`src/rtl/muldiv_wb_unit_if.sv`:
```
// rtl/muldiv_wb_unit_if.sv - execute-side request and register-file write bundle for muldiv_wb_unit
interface muldiv_wb_unit_if #(parameter int WIDTH = 16);
  logic             start;
  logic             op_div;
  logic [WIDTH-1:0] op_a;
  logic [WIDTH-1:0] op_b;
  logic             busy;
  logic             done;
  logic             regWrite;
  logic [WIDTH-1:0] wrData;
  logic             R15write;
  logic [WIDTH-1:0] wrR15_Data;
  logic             div_by_zero;

  modport master (
    output start, op_div, op_a, op_b,
    input  busy, done, regWrite, wrData, R15write, wrR15_Data, div_by_zero
  );

  modport slave (
    input  start, op_div, op_a, op_b,
    output busy, done, regWrite, wrData, R15write, wrR15_Data, div_by_zero
  );
endinterface

```
`src/rtl/muldiv_wb_unit.sv`:
```
// rtl/muldiv_wb_unit.sv - iterative signed 16-bit multiply/divide feeding the rd and R15 write ports
module muldiv_wb_unit #(
  parameter int WIDTH      = 16,
  parameter bit SIGNED_OPS = 1'b1
) (
  input  logic              clk,
  input  logic              rst,
  muldiv_wb_unit_if.slave   bus
);

  typedef enum logic [1:0] {S_IDLE, S_CALC, S_FIX, S_WRITE} state_e;

  state_e      state_q, state_d;
  logic [3:0]  cnt_q;
  logic        div_q, neg_a_q, neg_b_q, dz_q;
  logic [15:0] a_q;
  logic [15:0] m_q;
  logic [16:0] hi_q, hi_d;
  logic [15:0] lo_q, lo_d;
  logic [15:0] wr_data_q, wr_r15_q;

  logic        sign_a, sign_b;
  logic [15:0] mag_a, mag_b;
  logic [16:0] sum, shifted;
  logic [17:0] diff;
  logic [31:0] prod, prod_fix;
  logic [15:0] fix_lo, fix_hi;

  assign sign_a = SIGNED_OPS && bus.op_a[15];
  assign sign_b = SIGNED_OPS && bus.op_b[15];
  assign mag_a  = sign_a ? (~bus.op_a + 16'd1) : bus.op_a;
  assign mag_b  = sign_b ? (~bus.op_b + 16'd1) : bus.op_b;

  // hi_q is the running upper product (MUL) or partial remainder (DIV); lo_q
  // shifts out multiplier bits or dividend bits and shifts in quotient bits.
  always_comb begin
    hi_d    = hi_q;
    lo_d    = lo_q;
    sum     = {1'b0, hi_q[15:0]} + (lo_q[0] ? {1'b0, m_q} : 17'd0);
    shifted = {hi_q[15:0], lo_q[15]};
    diff    = {1'b0, shifted} - {2'b00, m_q};
    if (div_q) begin
      if (!diff[17]) begin
        hi_d = diff[16:0];
        lo_d = {lo_q[14:0], 1'b1};
      end else begin
        hi_d = shifted;
        lo_d = {lo_q[14:0], 1'b0};
      end
    end else begin
      hi_d = {1'b0, sum[16:1]};
      lo_d = {sum[0], lo_q[15:1]};
    end
  end

  always_comb begin
    prod     = {hi_q[15:0], lo_q};
    prod_fix = (neg_a_q ^ neg_b_q) ? (~prod + 32'd1) : prod;
    fix_lo   = prod_fix[15:0];
    fix_hi   = prod_fix[31:16];
    if (div_q) begin
      fix_lo = (neg_a_q ^ neg_b_q) ? (~lo_q + 16'd1) : lo_q;
      fix_hi = neg_a_q ? (~hi_q[15:0] + 16'd1) : hi_q[15:0];
      // A zero divisor reports the raw dividend back on the R15 port.
      if (dz_q) begin
        fix_lo = 16'h0000;
        fix_hi = a_q;
      end
    end
  end

  always_ff @(posedge clk or negedge rst) begin
    if (!rst) begin
      state_q <= S_IDLE;
    end else begin
      state_q <= state_d;
    end
  end

  always_ff @(posedge clk or negedge rst) begin
    if (!rst) begin
      cnt_q     <= 4'd0;
      div_q     <= 1'b0;
      neg_a_q   <= 1'b0;
      neg_b_q   <= 1'b0;
      dz_q      <= 1'b0;
      a_q       <= 16'h0000;
      m_q       <= 16'h0000;
      hi_q      <= 17'd0;
      lo_q      <= 16'h0000;
      wr_data_q <= 16'h0000;
      wr_r15_q  <= 16'h0000;
    end else begin
      case (state_q)
        S_IDLE: if (bus.start) begin
          div_q   <= bus.op_div;
          a_q     <= bus.op_a;
          neg_a_q <= sign_a;
          neg_b_q <= sign_b;
          dz_q    <= bus.op_div && (bus.op_b == 16'h0000);
          cnt_q   <= 4'd15;
          hi_q    <= 17'd0;
          m_q     <= bus.op_div ? mag_b : mag_a;
          lo_q    <= bus.op_div ? mag_a : mag_b;
        end
        S_CALC: begin
          hi_q  <= hi_d;
          lo_q  <= lo_d;
          cnt_q <= cnt_q - 4'd1;
        end
        S_FIX: begin
          wr_data_q <= fix_lo;
          wr_r15_q  <= fix_hi;
        end
        default: ;
      endcase
    end
  end

  always_comb begin
    state_d = state_q;
    case (state_q)
      S_IDLE:  if (bus.start) state_d = S_CALC;
      S_CALC:  if (cnt_q == 4'd0) state_d = S_FIX;
      S_FIX:   state_d = S_WRITE;
      S_WRITE: state_d = S_IDLE;
      default: state_d = S_IDLE;
    endcase
  end

  always_comb begin
    bus.busy        = (state_q != S_IDLE);
    bus.done        = (state_q == S_WRITE);
    bus.regWrite    = (state_q == S_WRITE) && !dz_q;
    bus.R15write    = (state_q == S_WRITE) && !dz_q;
    bus.div_by_zero = (state_q == S_WRITE) && dz_q;
    bus.wrData      = wr_data_q;
    bus.wrR15_Data  = wr_r15_q;
  end

endmodule

```
`src/flat_wrapper.sv`:
```
// flat-port wrapper written by rule: the top's interface ports become plain ports
module muldiv_wb_unit_flat 
#(
  parameter int WIDTH      = 16,
  parameter bit SIGNED_OPS = 1'b1
)
  (clk, rst, bus_start, bus_op_div, bus_op_a, bus_op_b, bus_busy, bus_done, bus_regWrite, bus_wrData, bus_R15write, bus_wrR15_Data, bus_div_by_zero);
  muldiv_wb_unit_if #(.WIDTH(WIDTH)) bus_i ();
  input  logic clk;
  input  logic rst;
  input wire logic [$bits(bus_i.start)-1:0] bus_start;
  input wire logic [$bits(bus_i.op_div)-1:0] bus_op_div;
  input wire logic [$bits(bus_i.op_a)-1:0] bus_op_a;
  input wire logic [$bits(bus_i.op_b)-1:0] bus_op_b;
  output wire logic [$bits(bus_i.busy)-1:0] bus_busy;
  output wire logic [$bits(bus_i.done)-1:0] bus_done;
  output wire logic [$bits(bus_i.regWrite)-1:0] bus_regWrite;
  output wire logic [$bits(bus_i.wrData)-1:0] bus_wrData;
  output wire logic [$bits(bus_i.R15write)-1:0] bus_R15write;
  output wire logic [$bits(bus_i.wrR15_Data)-1:0] bus_wrR15_Data;
  output wire logic [$bits(bus_i.div_by_zero)-1:0] bus_div_by_zero;
  assign bus_i.start = bus_start;
  assign bus_i.op_div = bus_op_div;
  assign bus_i.op_a = bus_op_a;
  assign bus_i.op_b = bus_op_b;
  assign bus_busy = bus_i.busy;
  assign bus_done = bus_i.done;
  assign bus_regWrite = bus_i.regWrite;
  assign bus_wrData = bus_i.wrData;
  assign bus_R15write = bus_i.R15write;
  assign bus_wrR15_Data = bus_i.wrR15_Data;
  assign bus_div_by_zero = bus_i.div_by_zero;
  muldiv_wb_unit #(.WIDTH(WIDTH), .SIGNED_OPS(SIGNED_OPS)) u_core (.clk(clk), .rst(rst), .bus(bus_i));
endmodule
```
`config.mk`:
```
export PLATFORM = sky130hd
export DESIGN_NAME = muldiv_wb_unit_flat
export DESIGN_NICKNAME = d
export VERILOG_FILES = /design/src/rtl/muldiv_wb_unit_if.sv /design/src/rtl/muldiv_wb_unit.sv /design/src/flat_wrapper.sv
export SDC_FILE = /design/constraint.sdc
export NUM_CORES = 1
export LEC_CHECK = 0
export ABC_CLOCK_PERIOD_IN_PS = 9000
export BUFFER_PORTS_ARGS = -buffer_cell sky130_fd_sc_hd__buf_2
export CAP_MARGIN = 20
export CORE_MARGIN = 4
export CORE_UTILIZATION = 62
export CTS_BUF_LIST = sky130_fd_sc_hd__clkbuf_8
export DETAILED_ROUTE_END_ITERATION = 12
export MAX_ROUTING_LAYER = met4
export PLACE_DENSITY = 0.83
export SETUP_SLACK_MARGIN = 0.15
export SLEW_MARGIN = 10
export SYNTH_ARGS = -nofsm -noshare
export SYNTH_HDL_FRONTEND = slang
export SYNTH_SLANG_ARGS = --single-unit
```
`constraint.sdc`:
```
create_clock -name clk -period 9 [get_ports clk]
set_clock_uncertainty 0.1 [all_clocks]
set_input_delay 0.45 -clock clk [delete_from_list [all_inputs] [get_ports clk]]
set_output_delay 0.45 -clock clk [all_outputs]
set_load 0.01 [all_outputs]
```
# Word level (Yosys, flattened, before mapping)
# Index checks and enable logic that the tools add are counted.
[word_totals] ff_bits=106 input_bits=36 output_inout_bits=37 word_cells=68
[op_classes] addsub=8 n_eq_ne=5 mux=25 n_bitwise=6 reduce_logical=12
[ops] operator="$mux W16" count=16
[ops] operator="$add A16 B1 Y16 const B" count=4
[ops] operator="$not A16 Y16" count=4
[ops] operator="$pmux W16 S2" count=2
[ops] operator="$add A32 B1 Y32 const B" count=1
[ops] operator="$mux W32" count=1
[ops] operator="$not A32 Y32" count=1
[ops] operator="$sub A17 B16 Y18" count=1
[ops] operator="$add A16 B16 Y17" count=1
[ops] operator="$logic_not A16 Y1" count=1
[ops] operator="$pmux W2 S4" count=1
[ops] operator="$pmux W4 S2" count=1
[ops] operator="$reduce_and A2 Y1" count=3
[ops] operator="$eq A2 B2 Y1 const B" count=2
[ops] operator="$logic_not A4 Y1" count=1
[ops] operator="$mux W2" count=2
[ops] operator="$mux W4" count=1
[ops] operator="$reduce_bool A2 Y1" count=2
[ops] operator="$sub A4 B1 Y4 const B" count=1
[ops] operator="$logic_and A1 B1 Y1" count=3
[ops] operator="$eq A2 B1 Y1 const B" count=1
[ops] operator="$logic_not A2 Y1" count=1
[ops] operator="$ne A2 B1 Y1 const B" count=1
[ops] operator="$ne A2 B2 Y1 const B" count=1
[ops] operator="3 further kinds" count=3

# Depth between registers and ports, before layout
# Gate-level depths: netlist of the first run.
[depth] word_depth=6 ltp_mapped=13 depth_no_buf=12

# Least setup slack after synthesis of the first run
# Ideal clock, no wire load.
[synth_path] path_type="register to register" startpoint="register u_core.lo_q[0]" endpoint="register u_core.hi_q[14]" setup_ns=0.131 arrival_time_ns=2.631 required_time_ns=8.769 setup_slack_ns=6.138 path_stages_with_launch=14 n_path_buf=2 synth_period_minus_slack_ns=2.862 cell_sequence="dfrtp_1 clkbuf_1 clkinv_1 buf_1 nor2_1 ha_1 and3_1 a21boi_0 a21oi_1 a311oi_1 o22ai_1 xnor2_1 a22oi_1 o21ai_0"
[synth_via] elab_chain_len=4
[synth_lines] item="start: declaration" line_no="muldiv_wb_unit.sv:19" rtl="logic [15:0] lo_q, lo_d;"
[synth_lines] item="start signal: assignment" line_no="muldiv_wb_unit.sv:104" rtl="lo_q <= bus.op_div ? mag_a : mag_b;"
[synth_lines] item="start signal: assignment" line_no="muldiv_wb_unit.sv:108" rtl="lo_q <= lo_d;"
[synth_lines] item="$mux W16" line_no="muldiv_wb_unit.sv:39" rtl="sum = {1'b0, hi_q[15:0]} + (lo_q[0] ? {1'b0, m_q} : 17'd0);"
[synth_lines] item="$add A16 B16 Y17" line_no="muldiv_wb_unit.sv:39"
[synth_lines] item="$mux W16" line_no="muldiv_wb_unit.sv:42" rtl="if (div_q) begin"
[synth_lines] item="$pmux W16 S2" line_no="muldiv_wb_unit.sv:94" rtl="case (state_q)"
[synth_lines] item="end signal: assignment" line_no="muldiv_wb_unit.sv:107" rtl="hi_q <= hi_d;"
[synth_lines] item="end: declaration" line_no="muldiv_wb_unit.sv:18" rtl="logic [16:0] hi_q, hi_d;"
# No other way between the ends.
# A chain may end at the register's enable or synchronous reset.

# Worst setup path in the final report of the first run
# Ends and elaborated chain as after synthesis.

==> flow_metrics.py, run 1 <==
metrics = {
    "sta": {
        "layout_min_cycle_time_ns": 3.47,
        "worst_pin_slew_ns": 1.08,
        "rsz0062_at_grt": "no",
        "layout_worst_path_cycle_share_pct": 38.6,
        "finalHoldViolations": 0,
        "setup_viol": 0,
        "slew_violations": 0,
        "slew_headroom_pct": 27.3,
        "clock.fmax_ghz": 0.288,
        "tns_ns": 0,
    },
    "status": {
        "status": "completed",
    },
    "power": {
        "cellLeakagePower_nw": 3.91,
        "pwr_density_cell_mw_per_mm2": 390,
        "max-vdd-ir-drop_uv": 141,
    },
    "flow_run": {
        "max-cap-violations": 0,
    },
    "logic_synthesis": {
        "synth_cell_type_count": 69,
        "syn_nets": 1070,
        "yosysWarnings": 0,
        "avgSynthCellArea_um2": 8.38,
        "syn_area_mm2": 0.00830,
        "postSynthCellCount": 991,
        "seq_area_frac_synth_pct": 31.7,
        "synth-seq-cells": 105,
        "synth-edff-count": 0,
        "async_flop_share_pct": 100,
        "synthFlopType": "dfrtp_1",
    },
    "clock_tree": {
        "htree_num_levels": 3,
        "numCtsBuffers": 9,
        "path_clk_slew_ns": 0.10,
        "cts_tree": "built",
        "clock_path_buffers": 2,
        "clkSinkCount": 105,
        "worstSkewPairLatency_ns": 0.41,
        "cts_root_buf": "clkbuf_8",
        "post-cts-setup-buffer-count": 0,
    },
    "min_path": {
        "worstHoldPathType": "in2reg",
        "holdPathEnd": "u_core.a_q[6]$_DFFE_PN0P_",
        "hold_depth": 2,
        "min_from": "bus_op_a[6]",
    },
    "drt": {
        "drc": 0,
        "ant_nets": 0,
        "drt_iter0_markers": 964,
        "wl_per_cell_um": 19.4,
        "viasPerCell": 6.32,
        "via_count": 7610,
        "drtPass1Iterations": 6,
        "wirelength_mm": 23.4,
    },
    "cells_and_area": {
        "num-fill-cells": 1111,
        "drive_gt1_share_pct": 14.4,
        "finalInstanceArea_mm2": 0.00889,
        "area_delta_synth_final_pct": 7.05,
        "n_antenna_cell": 0,
        "utilization_pct": 67.4,
        "nNetsFinal": 1103,
        "layout.cells.most_common": "dfrtp_1",
        "mostFrequentLayoutCells": "dfrtp_1, nand2_1, nor2_1",
    },
    "worst_setup_path": {
        "r2r-start": "u_core.lo_q[0]$_DFFE_PN0P_",
        "worstPathRequired_ns": 9.18,
        "cp-start-kind": "flop",
        "reg2reg_slack_ns": 5.53,
        "crit_fanout": 17,
        "crit_arrival_ns": 3.65,
        "endpoint_kind": "flop",
        "r2r_cells": 11,
        "rr_endpoint": "u_core.hi_q[14]$_DFFE_PN0P_",
        "crit_type": "reg2reg",
    },
    "die": {
        "dieArea_mm2": 0.0153,
        "start_util_pct": 62.9,
        "core_mm2": 0.0132,
        "die_h_um": 124,
        "rows": 42,
        "ios": 73,
        "die_w_um": 124,
    },
    "placement": {
        "hpwl_mm": 17.4,
        "io_buffers": 72,
        "gp_congestion": 1.05,
        "dpl_cell_area_mm2": 0.00866,
    },
    "global_route": {
        "grt_usage_pct": 32.0,
        "grt_pass1_vias": 6839,
        "antenna_found_initial": 0,
        "grt_max_degree": 69,
        "overflow": 0,
        "grt_pass1_wl_mm": 36.6,
    },
}
power by group:
part | internal [W] | leakage (nW) | switching (W)
logic | 0.000933 | 2.53 | 0.00128
clock network | 0.000118 | 0.0976 | 0.000181
registers | 0.000686 | 1.28 | 0.000264
total | 0.00174 | 3.91 | 0.00173
worst max-delay path: stages, from the launching register on:
cell and delay, ns:
dfrtp_1 0.47, clkinv_1 0.53, nor2_1 0.27, ha_1 0.24, and3_1 0.21, a21boi_0 0.22
a21oi_1 0.09, a311oi_1 0.56, o22ai_1 0.22, xnor2_1 0.17, a22oi_1 0.16, o21ai_0 0.11
final cells by class:
cell class,instances,area (um^2),area share [%]
clock buffer,11,151,1.70
clock inverter,5,37.5,0.422
inverter,66,248,2.79
multi-input combinational,760,5140,57.8
sequential,105,2630,29.6
tap,176,220,2.48
timing repair buffer,82,460,5.18
routing by layer:
layer / vias to the layer above / GRT usage (%) / wire length (um)
met2: 426 / 45.3 / 10500
met3: 43 / 6.09 / 2550
met1: 3546 / 45.6 / 9750
met5: - / - / 0
li1: 3595 / - / -
met4: 0 / 12.2 / 641
logic make-up (layout without fill, tap and decap cells):
logic type / Yosys count / count (layout) / synth area share (%)
flops: 105 / 105 / 31.7
compound gates: 292 / 292 / 22.5
simple gates: 279 / 279 / 16.0
buf+inv: 126 / 164 / 6.47
fa+ha+maj: 43 / 43 / 6.66
xor+xnor: 94 / 94 / 9.92
mux: 52 / 52 / 6.77
worst max-delay path by stage:
| stage | slack [ns] | to | cells after the start | startpoint |
|---|---|---|---|---|
| detailed placement | 5.65 | u_core.hi_q[14]$_DFFE_PN0P_ | 11 | u_core.lo_q[0]$_DFFE_PN0P_ |
| floorplan | 6.14 | u_core.hi_q[14]$_DFFE_PN0P_ | 13 | u_core.lo_q[0]$_DFFE_PN0P_ |
| CTS | 5.62 | u_core.hi_q[14]$_DFFE_PN0P_ | 11 | u_core.lo_q[0]$_DFFE_PN0P_ |
| global placement | 5.74 | u_core.hi_q[7]$_DFFE_PN0P_ | 8 | u_core.hi_q[13]$_DFFE_PN0P_ |
| global route | 5.29 | u_core.hi_q[14]$_DFFE_PN0P_ | 11 | u_core.lo_q[0]$_DFFE_PN0P_ |
| finish | 5.53 | u_core.hi_q[14]$_DFFE_PN0P_ | 11 | u_core.lo_q[0]$_DFFE_PN0P_ |
metrics by stage:
step	total power, W	worst slack, ns	cells	hold slack [ns]
6_report	0.00346	5.53	1205	0.238
5_1_grt	0.00373	5.29	1205	0.237
4_1_cts	0.00342	5.62	1204	0.233
3_5_place_dp	0.00312	5.65	1187	0.375
3_3_place_gp	0.00307	5.74	1187	0.362
2_1_floorplan	0.00257	6.14	991	0.0544
cells in the mapped netlist (6+ instances only):
library cell  count  area, um^2
buf_6             6        67.6
dfrtp_1         105        2630
inv_1            65         244
and3_1            8        50.1
buf_1             7        26.3
nand2_1         102         383
o21ai_0          61         305
xnor2_1          59         517
nand2b_1         12        75.1
nor4_1            9        56.3
nor2b_1           6        37.5
o221ai_1         13         114
mux2i_1          22         220
a21o_1            9        67.6
o41ai_1           7        61.3
o21ai_1          16        80.1
nor3_1           19        95.1
mux2_2           28         315
a21oi_1          73         365
a31oi_1           6        37.5
nor2_1           78         293
o22ai_1          21         131
clkbuf_1         36         135
xor2_1           35         307
nand3_1          12        60.1
buf_2             9        45.0
ha_1             41         513
o31ai_1          11        82.6
o211ai_1         19         143
a211oi_1         15         113
registers in the layout, indices dropped and copies added, names as in the netlist:
signal                 cells
u_core.a_q                16
u_core.bus.wrData         16
u_core.bus.wrR15_Data     16
u_core.hi_q               16
u_core.lo_q               16
u_core.m_q                16
u_core.cnt_q               4
u_core.state_q             2
u_core.div_q               1
u_core.dz_q                1
u_core.neg_b_q             1
repair_timing:
action / in CTS / in global routing
hold buffers: 1 / 0
setup endpoints to repair: 0 / 0
hold endpoints to repair: 6 / 0
gates resized for setup: 0 / 0
No activity file was read; power rests on OpenSTA's default activity.
==> inputs of run 2 (changes only) <==
--- a/config.mk
+++ b/config.mk
@@ -5,7 +5,7 @@
 export SDC_FILE = /design/constraint.sdc
 export NUM_CORES = 1
 export LEC_CHECK = 0
-export ABC_CLOCK_PERIOD_IN_PS = 9000
+export ABC_CLOCK_PERIOD_IN_PS = 3600
 export BUFFER_PORTS_ARGS = -buffer_cell sky130_fd_sc_hd__buf_2
 export CAP_MARGIN = 20
 export CORE_MARGIN = 4
==> constraint.sdc (replaced) <==
create_clock -name clk -period 3.6 [get_ports clk]
set_clock_uncertainty 0.1 [all_clocks]
set_input_delay 0.18 -clock clk [delete_from_list [all_inputs] [get_ports clk]]
set_output_delay 0.18 -clock clk [all_outputs]
set_load 0.01 [all_outputs]
==> run 2 against run 1 <==
Compared with the run above: sequential power grew to 2.5 times the previous value; global-route usage is 0.91 points lower; power grew to 2.5 times the previous value; critical path depth is 1 higher; first-iteration DRC count is 4.0% lower; via count is 0.71% higher; maximum frequency is 5.1% higher; register-to-register slack worse by 5.2 ns; critical path type unchanged; largest cell class unchanged; largest power group unchanged; sequential share of layout area is 0.55 points lower; critical endpoint is now u_core.hi_q[11]$_DFFE_PN0P_; highest routed layer unchanged.
==> flow_metrics.py, run 2 (same netlist as run 1, synthesis figures left out) <==
metrics = {
    "clock_tree": {
        "htree_num_levels": 3,
        "numCtsBuffers": 9,
        "clkSinkCount": 105,
        "worstSkewPairLatency_ns": 0.40,
        "cts_tree": "built",
        "post-cts-setup-buffer-count": 0,
        "path_clk_slew_ns": 0.11,
        "cts_root_buf": "clkbuf_8",
        "clock_path_buffers": 2,
    },
    "worst_setup_path": {
        "reg2reg_slack_ns": 0.30,
        "crit_fanout": 8,
        "critPathLaunch": "u_core.lo_q[0]$_DFFE_PN0P_",
        "endpoint_kind": "flop",
        "r2r_cells": 12,
        "cp-start-kind": "flop",
        "worstPathRequired_ns": 3.75,
        "crit_arrival_ns": 3.45,
        "crit_type": "reg2reg",
        "rr_endpoint": "u_core.hi_q[11]$_DFFE_PN0P_",
        "r2r-start": "u_core.lo_q[0]$_DFFE_PN0P_",
        "cp-endpoint": "u_core.hi_q[11]$_DFFE_PN0P_",
    },
    "drt": {
        "drc": 0,
        "ant_nets": 0,
        "wl_per_cell_um": 18.8,
        "drt_iter0_markers": 925,
        "wirelength_mm": 23.0,
        "via_count": 7664,
        "drtPass1Iterations": 5,
        "viasPerCell": 6.26,
    },
    "sta": {
        "slew_violations": 0,
        "layout_min_cycle_time_ns": 3.30,
        "worst_pin_slew_ns": 1.10,
        "setup_ws_ns": 0.297,
        "setup_viol": 0,
        "tns_ns": 0,
        "rsz0062_at_grt": "no",
        "layout_worst_path_cycle_share_pct": 91.7,
        "finalHoldViolations": 0,
        "slew_headroom_pct": 26.9,
        "clock.fmax_ghz": 0.303,
    },
    "cells_and_area": {
        "layout.cells.most_common": "dfrtp_1",
        "n_antenna_cell": 0,
        "finalInstanceArea_mm2": 0.00905,
        "mostFrequentLayoutCells": "dfrtp_1, nand2_1, nor2_1",
        "drive_gt1_share_pct": 15.5,
        "area_delta_synth_final_pct": 9.07,
        "nNetsFinal": 1123,
        "final_cell_count_no_fill": 1225,
    },
    "flow_run": {
        "max-cap-violations": 0,
    },
    "global_route": {
        "grt_max_degree": 59,
        "overflow": 0,
        "grt_pass1_vias": 6794,
        "grt_pass1_wl_mm": 35.9,
        "grt_usage_pct": 31.1,
        "antenna_found_initial": 0,
    },
    "die": {
        "core_mm2": 0.0132,
        "ios": 73,
        "die_w_um": 124,
        "start_util_pct": 62.9,
        "die_h_um": 124,
        "dieArea_mm2": 0.0153,
        "rows": 42,
    },
    "min_path": {
        "worstHoldPathType": "in2reg",
    },
    "placement": {
        "dp_slack_ns": 0.279,
        "io_buffers": 72,
        "hpwl_mm": 17.7,
        "dpl_cell_area_mm2": 0.00878,
        "gp_congestion": 1.01,
        "dp_cells": 1201,
    },
    "power": {
        "p_total_w": 0.00877,
        "switchingPower_w": 0.00433,
        "sw_frac_of_total_pct": 49.3,
        "seqPwrFrac_pct": 27.2,
        "clockPowerShare_pct": 8.3,
        "max-vdd-ir-drop_uv": 469,
        "combPwrFrac_pct": 64.5,
        "intPower_w": 0.00444,
        "pwr_density_cell_mw_per_mm2": 969,
        "cellLeakagePower_nw": 4.00,
    },
    "status": {
        "status": "completed",
    },
}
-- run 2: changes by cell type in the layout (fill, tap and decap cells not counted) --
| cell | before | now |
|---|---|---|
| inv_8 | 1 | 0 |
| dlygate4sd3_1 | 1 | 8 |
| buf_4 | 9 | 22 |
| clkinvlp_4 | 1 | 2 |
| a311oi_2 | 0 | 1 |
| a311oi_1 | 1 | 0 |
| inv_6 | 1 | 2 |
| buf_16 | 1 | 0 |
| buf_12 | 0 | 1 |
| clkinv_1 | 1 | 0 |
-- run 2: per-layer routing --
layer / global-route usage, % / routed length (um) / vias up / share of wire (%)
li1: - / - / 3640 / -
met5: - / 0 / - / 0
met3: 5.00 / 2390 / 41 / 10
met1: 45.2 / 10000 / 3590 / 43
met4: 8.17 / 427 / 0 / 1.9
met2: 45.4 / 10200 / 393 / 44
-- run 2: per-stage QoR --
step	hold slack, ns	util, %
floorplan	-0.216	-
global placement	0.130	66.6
detailed placement	0.131	66.6
CTS	0.0134	68.6
global route	0.0145	68.6
finish	0.0191	68.6
-- run 2: repair_timing --
action | CTS | global route
hold endpoints to repair | 54 | 0
gates resized for setup | 0 | 2
setup endpoints to repair | 0 | 2
hold buffers | 8 | 0
-- run 2: final cells by class --
| class | instances | area, um^2 |
|---|---|---|
| Multi-Input combinational cell | 760 | 5150 |
| Fill cell | 1099 | 4140 |
| Sequential cell | 105 | 2630 |
| Timing Repair Buffer | 102 | 621 |
| Inverter | 66 | 251 |
| Tap cell | 176 | 220 |
| Clock buffer | 11 | 151 |
| Clock inverter | 5 | 35.0 |
-- run 2: critical path, stage by stage (launching register included) --
cell and delay, ns:
dfrtp_1 0.61, and2_1 0.20, ha_1 0.19, inv_1 0.06, fa_1 0.40, nand2b_1 0.18
a21oi_1 0.25, o31ai_1 0.14, a211oi_1 0.42, nor2_1 0.12, xnor2_1 0.14, a22oi_1 0.19
o311ai_0 0.16
-- run 2: worst min path at each step --
stage	endpoint	slack (ns)	cells after the start	startpoint
2_1_floorplan	u_core.a_q[0]$_DFFE_PN0P_	-0.22	0	rst
3_3_place_gp	u_core.bus.wrData[11]$_DFFE_PN0P_	0.13	1	rst
3_5_place_dp	u_core.bus.wrData[11]$_DFFE_PN0P_	0.13	1	rst
4_1_cts	u_core.a_q[11]$_DFFE_PN0P_	0.01	2	bus_op_a[11]
5_1_grt	u_core.dz_q$_DFFE_PN0P_	0.01	3	bus_op_b[14]
6_report	u_core.dz_q$_DFFE_PN0P_	0.02	3	bus_op_b[14]
-- run 2: power groups by stage --
stage	sequential, W	combinational, W	clock, W
after floorplan	0.00214	0.00429	0
after global placement	0.00235	0.00543	0
after detailed placement	0.00237	0.00555	0
after CTS	0.00235	0.00559	0.000736
after global routing	0.00243	0.00626	0.000776
final	0.00239	0.00565	0.000730
